<file path="src/rtl/mem_port_arbiter.sv">
// Two-port arbiter for the core's single unified memory port.
// Port 0 has fixed priority; a starvation counter eventually forces a port 1 grant.
module mem_port_arbiter #(
  parameter int ADDR_W      = 32,
  parameter int DATA_W      = 32,
  parameter int WAIT_CYCLES = 2,
  parameter int MAX_STARVE  = 4
) (
  input  logic              clk,
  input  logic              rst,
  input  logic              req0_valid,
  input  logic              req0_we,
  input  logic [ADDR_W-1:0] req0_addr,
  input  logic [DATA_W-1:0] req0_wdata,
  output logic              req0_ready,
  output logic              req0_rvalid,
  input  logic              req1_valid,
  input  logic              req1_we,
  input  logic [ADDR_W-1:0] req1_addr,
  input  logic [DATA_W-1:0] req1_wdata,
  output logic              req1_ready,
  output logic              req1_rvalid,
  output logic [DATA_W-1:0] rdata,
  output logic              mem_en,
  output logic              mem_we,
  output logic [ADDR_W-1:0] mem_addr,
  output logic [DATA_W-1:0] mem_wdata,
  input  logic [DATA_W-1:0] mem_rdata,
  output logic              busy
);

  localparam int CNT_W    = (WAIT_CYCLES < 1) ? 1 : $clog2(WAIT_CYCLES + 1);
  localparam int STARVE_W = (MAX_STARVE < 2) ? 1 : $clog2(MAX_STARVE + 1);
  localparam logic [CNT_W-1:0]    CNT_LAST   = CNT_W'(WAIT_CYCLES);
  localparam logic [STARVE_W-1:0] STARVE_MAX = STARVE_W'(MAX_STARVE);

  typedef enum logic [1:0] {IDLE, ACCESS, DONE} state_t;

  state_t              state_q, state_d;
  logic [CNT_W-1:0]    cnt_q, cnt_d;
  logic [STARVE_W-1:0] starve_q, starve_d;
  logic [DATA_W-1:0]   rdata_q, rdata_d;
  logic [ADDR_W-1:0]   addr_q, addr_d;
  logic [DATA_W-1:0]   wdata_q, wdata_d;
  logic                we_q, we_d;
  logic                owner_q, owner_d;
  logic                grant1;

  always_ff @(posedge clk or posedge rst) begin
    if (rst) begin
      state_q  <= IDLE;
      cnt_q    <= '0;
      starve_q <= '0;
      rdata_q  <= '0;
      addr_q   <= '0;
      wdata_q  <= '0;
      we_q     <= 1'b0;
      owner_q  <= 1'b0;
    end else begin
      state_q  <= state_d;
      cnt_q    <= cnt_d;
      starve_q <= starve_d;
      rdata_q  <= rdata_d;
      addr_q   <= addr_d;
      wdata_q  <= wdata_d;
      we_q     <= we_d;
      owner_q  <= owner_d;
    end
  end

  always_comb begin
    state_d     = state_q;
    cnt_d       = cnt_q;
    starve_d    = starve_q;
    rdata_d     = rdata_q;
    addr_d      = addr_q;
    wdata_d     = wdata_q;
    we_d        = we_q;
    owner_d     = owner_q;
    req0_ready  = 1'b0;
    req1_ready  = 1'b0;
    req0_rvalid = 1'b0;
    req1_rvalid = 1'b0;
    mem_en      = 1'b0;
    mem_we      = 1'b0;
    mem_addr    = '0;
    mem_wdata   = '0;
    // Port 1 wins alone, or when it has lost MAX_STARVE contested rounds in a row.
    grant1      = req1_valid && (!req0_valid || (starve_q == STARVE_MAX));

    case (state_q)
      IDLE: begin
        if (req0_valid || req1_valid) begin
          req0_ready = !grant1;
          req1_ready = grant1;
          owner_d    = grant1;
          addr_d     = grant1 ? req1_addr  : req0_addr;
          wdata_d    = grant1 ? req1_wdata : req0_wdata;
          we_d       = grant1 ? req1_we    : req0_we;
          cnt_d      = '0;
          state_d    = ACCESS;
          if (grant1) begin
            starve_d = '0;
          end else if (req1_valid && (starve_q != STARVE_MAX)) begin
            starve_d = starve_q + 1'b1;
          end
        end
      end
      ACCESS: begin
        mem_en    = 1'b1;
        mem_addr  = addr_q;
        mem_wdata = wdata_q;
        cnt_d     = cnt_q + 1'b1;
        if (cnt_q == CNT_LAST) begin
          mem_we  = we_q;
          state_d = DONE;
          if (!we_q) begin
            rdata_d = mem_rdata;
          end
        end
      end
      DONE: begin
        req0_rvalid = !owner_q;
        req1_rvalid = owner_q;
        state_d     = IDLE;
      end
      default: state_d = IDLE;
    endcase
  end

  assign rdata = rdata_q;
  assign busy  = (state_q != IDLE);

endmodule

</file>
<file path="config.mk">
export PLATFORM = sky130hd
export DESIGN_NAME = mem_port_arbiter
export DESIGN_NICKNAME = d
export VERILOG_FILES = /design/src/rtl/mem_port_arbiter.sv
export SDC_FILE = /design/constraint.sdc
export NUM_CORES = 1
export LEC_CHECK = 0
export ABC_AREA = 1
export BUFFER_PORTS_ARGS = -buffer_cell sky130_fd_sc_hd__buf_2
export CELL_PAD_IN_SITES_DETAIL_PLACEMENT = 0
export CELL_PAD_IN_SITES_GLOBAL_PLACEMENT = 1
export CORE_ASPECT_RATIO = 1.25
export CORE_UTILIZATION = 32
export CTS_BUF_LIST = sky130_fd_sc_hd__clkbuf_4 sky130_fd_sc_hd__clkbuf_8 sky130_fd_sc_hd__clkbuf_16
export DETAILED_ROUTE_END_ITERATION = 10
export MAX_ROUTING_LAYER = met4
export PLACE_DENSITY_LB_ADDON = 0.1
export SETUP_SLACK_MARGIN = 0.2
export SLEW_MARGIN = 10
export SYNTH_ARGS = -nofsm -noshare
export SYNTH_HDL_FRONTEND = slang
export SYNTH_SLANG_ARGS = --single-unit
export TNS_END_PERCENT = 20
</file>
<file path="constraint.sdc">
create_clock -name clk -period 4.5 [get_ports clk]
set_input_delay 0.9 -clock clk [delete_from_list [all_inputs] [get_ports clk]]
set_output_delay 0.9 -clock clk [all_outputs]
set_load 0.02 [all_outputs]
</file>
# Word level (Yosys, flattened, before mapping)
# Cells that the tools add are included.
# Widths: inputs -> output; s select.
# word_totals
regBits	105
in_bits	166
output_inout_bits	103
wordCells	55
# classes
addsub	2
n_eq_ne	7
mux	21
n_bitwise	1
reduce_logical	16
# ops
operator	count
$mux 32	4
$mux 1	10
$pmux 2 s2	2
$mux 2	3
$mux 3	2
$reduce_and 2->1	3
$reduce_and 3->1	2
$reduce_bool 2->1	3
$eq 2x2->1 const B	2
$ne 2x2->1 const B	2
$add 3x1->3 const B	1
$eq 3x3->1 const B	1
$logic_not 1->1	3
$ne 3x3->1 const B	1
$add 2x1->2 const B	1
$eq 2x1->1 const B	1
$logic_and 1x1->1	2
$logic_not 2->1	1
$logic_or 1x1->1	2
$not 1->1	1

# Longest topological paths before layout
# logic_depth
ltp_word	6
mapped_depth	9

# Worst setup path before layout
# No wires, ideal clock.
# synth_timing
path_kind	input to output
startpoint	in req0_valid
endpoint	out req0_ready
arrival_time_ps	1591
setup_slack_ps	2009
path_stages	5
path_buffers	1
path_cell_list	nand2_1 > nand2_1 > clkbuf_1 > nand2_1 > inv_1
# synth_between
elab_chain_cells	6
# synth_rtl
element	line	source
from (decl)	11	input logic req0_valid,
$logic_not 1->1	89	grant1 = req1_valid && (!req0_valid || (starve_q == STARVE_MAX));
$logic_or 1x1->1	89	
$logic_and 1x1->1	89	
$logic_not 1->1	94	req0_ready = !grant1;
$mux 1 *	93	if (req0_valid || req1_valid) begin
$mux 1 *	91	case (state_q)
to (decl)	15	output logic req0_ready,
# Mark *: on every way between the ends. The rest lies on a longest branch, timed or not.

# Worst setup path in the final report
# layout_timing
startpoint	reg state_q[0]
endpoint	out mem_wdata[8]
# layout_between
elab_chain_cells	2
# layout_rtl
element	line	source
from (decl)	39	state_t state_q, state_d;
from (signal assigned)	60	state_q <= state_d;
$eq 2x1->1	91	
$mux 32	91	
to (decl)	27	output logic [DATA_W-1:0] mem_wdata,
# No other way between the ends.

==> results.json <==
{
  "status": "complete, no violations",
  "final.setup.tns_ns": 0,
  "power.density_nw_per_um2": 695,
  "routedWlPerCell_um": 13.4,
  "drt-vias-per-instance": 4.47,
  "grt_usage_pct": 19.3,
  "root_buffer": "clkbuf_16",
  "cts_setup_buffers": 0,
  "worstSetupEndpointType": "output port",
  "fin_crit_ns": 3.06,
  "post-route-drc-count": 0,
  "finalNetCount": 1232,
  "coreArea_um2": 17500,
  "r2r-start": "state_q[1]",
  "hp-class": "reg -> reg",
  "r2r_slack_ns": 1.88,
  "finalHoldViolCount": 0,
  "relSlewSlack_pct": 45.7,
  "grt_overflow": 0,
  "grt_max_degree": 69,
  "fillers": 1966,
  "fp.dieW_um": 122,
  "wl_um": 17300,
  "synth_seq_cells": 105,
  "critPathLaunchType": "flop",
  "h-tree-depth": 3,
  "io_pins": 269,
  "die_area_um2": 18400,
  "hpwl_um": 11800,
  "routabilityCongestion": 0.753,
  "place_area_um2": 7160,
  "synth.avg_cell_area_um2": 6.94,
  "crit_arrival_ns": 2.16,
  "drive_gt1_share_pct": 28.7,
  "maxCapViolations": 0,
  "clock_sinks": 105,
  "fin_area_um2": 7470,
  "async_flop_share_pct": 100,
  "clockBufferDepth": 2,
  "setup-violations-final": 0,
  "synthCells": 825,
  "grt_pass1_vias": 5490,
  "min_from": "rdata[20]",
  "finClkSkew_ns": 0.00927,
  "synth_area_um2": 5730,
  "num_vias": 5780,
  "port_buffers": 268,
  "layout-area-overhead-vs-synth_pct": 30.4,
  "antenna_found_initial": 1,
  "hold_end": "rdata[20]",
  "ir_drop_uv": 276,
  "clk_latency_ns": 0.35,
  "cts_tree": "built",
  "drtIter0Drc": 207,
  "rsz0062_at_grt": "no",
  "drt-pass1-iter-count": 4,
  "clk_pin_slew_ns": 0.08,
  "syn_nets": 994,
  "synth_cell_types": 19,
  "start_util_pct": 32.7,
  "period_share_pct": 68.0,
  "slew_violations": 0,
  "synth_edf_count": 0,
  "min_path_cells": 2,
  "criticalPathCategory": "reg -> out",
  "ctsResizeCount": 0,
  "postCtsHoldBufs": 0,
  "worst-slew-pin-transition_ns": 0.815,
  "reg2reg_depth": 6,
  "die_y_um": 152,
  "ys.flop_type": "dfrtp_1",
  "r2r-end": "rdata[24]",
  "leakagePower_nw": 4.64,
  "ys.warnings.count": 0,
  "ant_nets": 0,
  "grt_pass1_wl_um": 27000,
  "rows": 54,
  "cp.required_ns": 3.60,
  "yosysSeqAreaShare_pct": 45.9,
  "max_freq_ghz": 0.327,
  "critPathMaxFanout": 38,
  "numCtsBuffers": 9
}
==> critical path, cell delays in order (launching register included) <==
cell,delay (ns)
dfrtp_1,0.44
nand2_2,0.54
buf_4,0.52
nor2_1,0.12
buf_2,0.18
==> sequential cells by signal, summed over array words and instances, names as in the netlist <==
name and flops:
cnt_q 2, starve_q 3, wdata_q 32, we_q 1, addr_q 32, owner_q 1
rdata 32, state_q 2
==> final cells by class <==
class	instances	area [um^2]	share of cell area, %
antenna	1	2.50	0.0335
clock buffer	9	225	3.02
tap	224	280	3.75
multi-input combinational	500	2200	29.4
timing repair buffer	278	1420	19.0
sequential	105	2630	35.2
clock inverter	7	85.1	1.14
inverter	169	637	8.53
==> routing by layer <==
metal | GRT usage (%) | up-vias | wire length, um
met3 | 3.59 | 14 | 944
met1 | 23.4 | 2653 | 7710
met2 | 32.8 | 163 | 8450
li1 | - | 2950 | -
met4 | 5.06 | 0 | 199
met5 | - | - | 0
==> report_power, final <==
group | switching, W | leakage [nW] | internal (W)
clock network | 0.000390 | 0.147 | 0.000444
logic | 0.00186 | 3.21 | 0.000844
registers | 0.000239 | 1.28 | 0.00142
total | 0.00249 | 4.64 | 0.00271
==> metrics by stage <==
stage / util (%) / total power (W) / hold slack (ns) / setup slack [ns] / cells
floorplan: - / 0.00356 / 0.449 / 0.839 / 825
global placement: 40.9 / 0.00442 / 0.448 / 1.46 / 1276
detailed placement: 40.9 / 0.00443 / 0.453 / 1.44 / 1276
CTS: 42.7 / 0.00529 / 0.473 / 1.36 / 1292
global route: 42.7 / 0.00565 / 0.487 / 1.27 / 1293
finish: 42.7 / 0.00519 / 0.469 / 1.44 / 1293
==> kinds of logic (layout without fill, tap and decap cells) <==
| logic type | Yosys count | after routing | share of synthesized area, % |
|---|---|---|---|
| simple gates | 488 | 488 | 36.5 |
| buf+inv | 220 | 463 | 16.1 |
| flops | 105 | 105 | 45.9 |
| compound gates | 8 | 8 | 0.765 |
| fa+ha+maj | 3 | 3 | 0.656 |
| xor+xnor | 1 | 1 | 0.153 |
| other cells | 0 | 1 | 0 |
==> placed cells by master (no fill, tap or decap) <==
| master | Yosys | routed |
|---|---|---|
| buf_2 | 19 | 268 |
| nand2_1 | 227 | 225 |
| nand3_1 | 186 | 186 |
| inv_1 | 166 | 165 |
| dfrtp_1 | 105 | 105 |
| nor2_1 | 66 | 66 |
| buf_4 | 9 | 10 |
| clkbuf_16 | 0 | 9 |
| o21ai_0 | 7 | 7 |
| nand2_2 | 3 | 5 |
| nor3_1 | 3 | 3 |
| ha_1 | 3 | 3 |
| inv_2 | 2 | 2 |
| nor2_4 | 1 | 2 |
| clkinvlp_4 | 0 | 2 |
| inv_6 | 0 | 2 |
| inv_8 | 0 | 2 |
| diode_2 | 0 | 1 |
| clkinv_1 | 1 | 1 |
| o21ai_4 | 0 | 1 |
| nor2_2 | 2 | 1 |
| inv_4 | 0 | 1 |
| xor2_1 | 1 | 1 |
| bufinv_16 | 0 | 1 |
==> worst max path at each step <==
stage	from	endpoint	slack, ns	cells past startpoint
floorplan	rst	addr_q[0]	0.84	1
global placement	req1_valid	req1_ready	1.46	7
detailed placement	req1_valid	req1_ready	1.44	7
CTS	state_q[0]	mem_wdata[8]	1.36	4
global route	state_q[0]	mem_wdata[9]	1.27	4
finish	state_q[0]	mem_wdata[8]	1.44	4
==> cell usage after synthesis (2+ instances only) <==
master | instances | area [um^2]
buf_4 | 9 | 67.6
inv_2 | 2 | 7.51
ha_1 | 3 | 37.5
nand3_1 | 186 | 931
nand2_2 | 3 | 18.8
nor2_1 | 66 | 248
o21ai_0 | 7 | 35.0
clkbuf_1 | 18 | 67.6
inv_1 | 166 | 623
buf_6 | 5 | 56.3
nor2_2 | 2 | 12.5
buf_2 | 19 | 95.1
nand2_1 | 227 | 852
nor3_1 | 3 | 15.0
dfrtp_1 | 105 | 2630
Note: power is estimated with default switching activity, not from simulation.
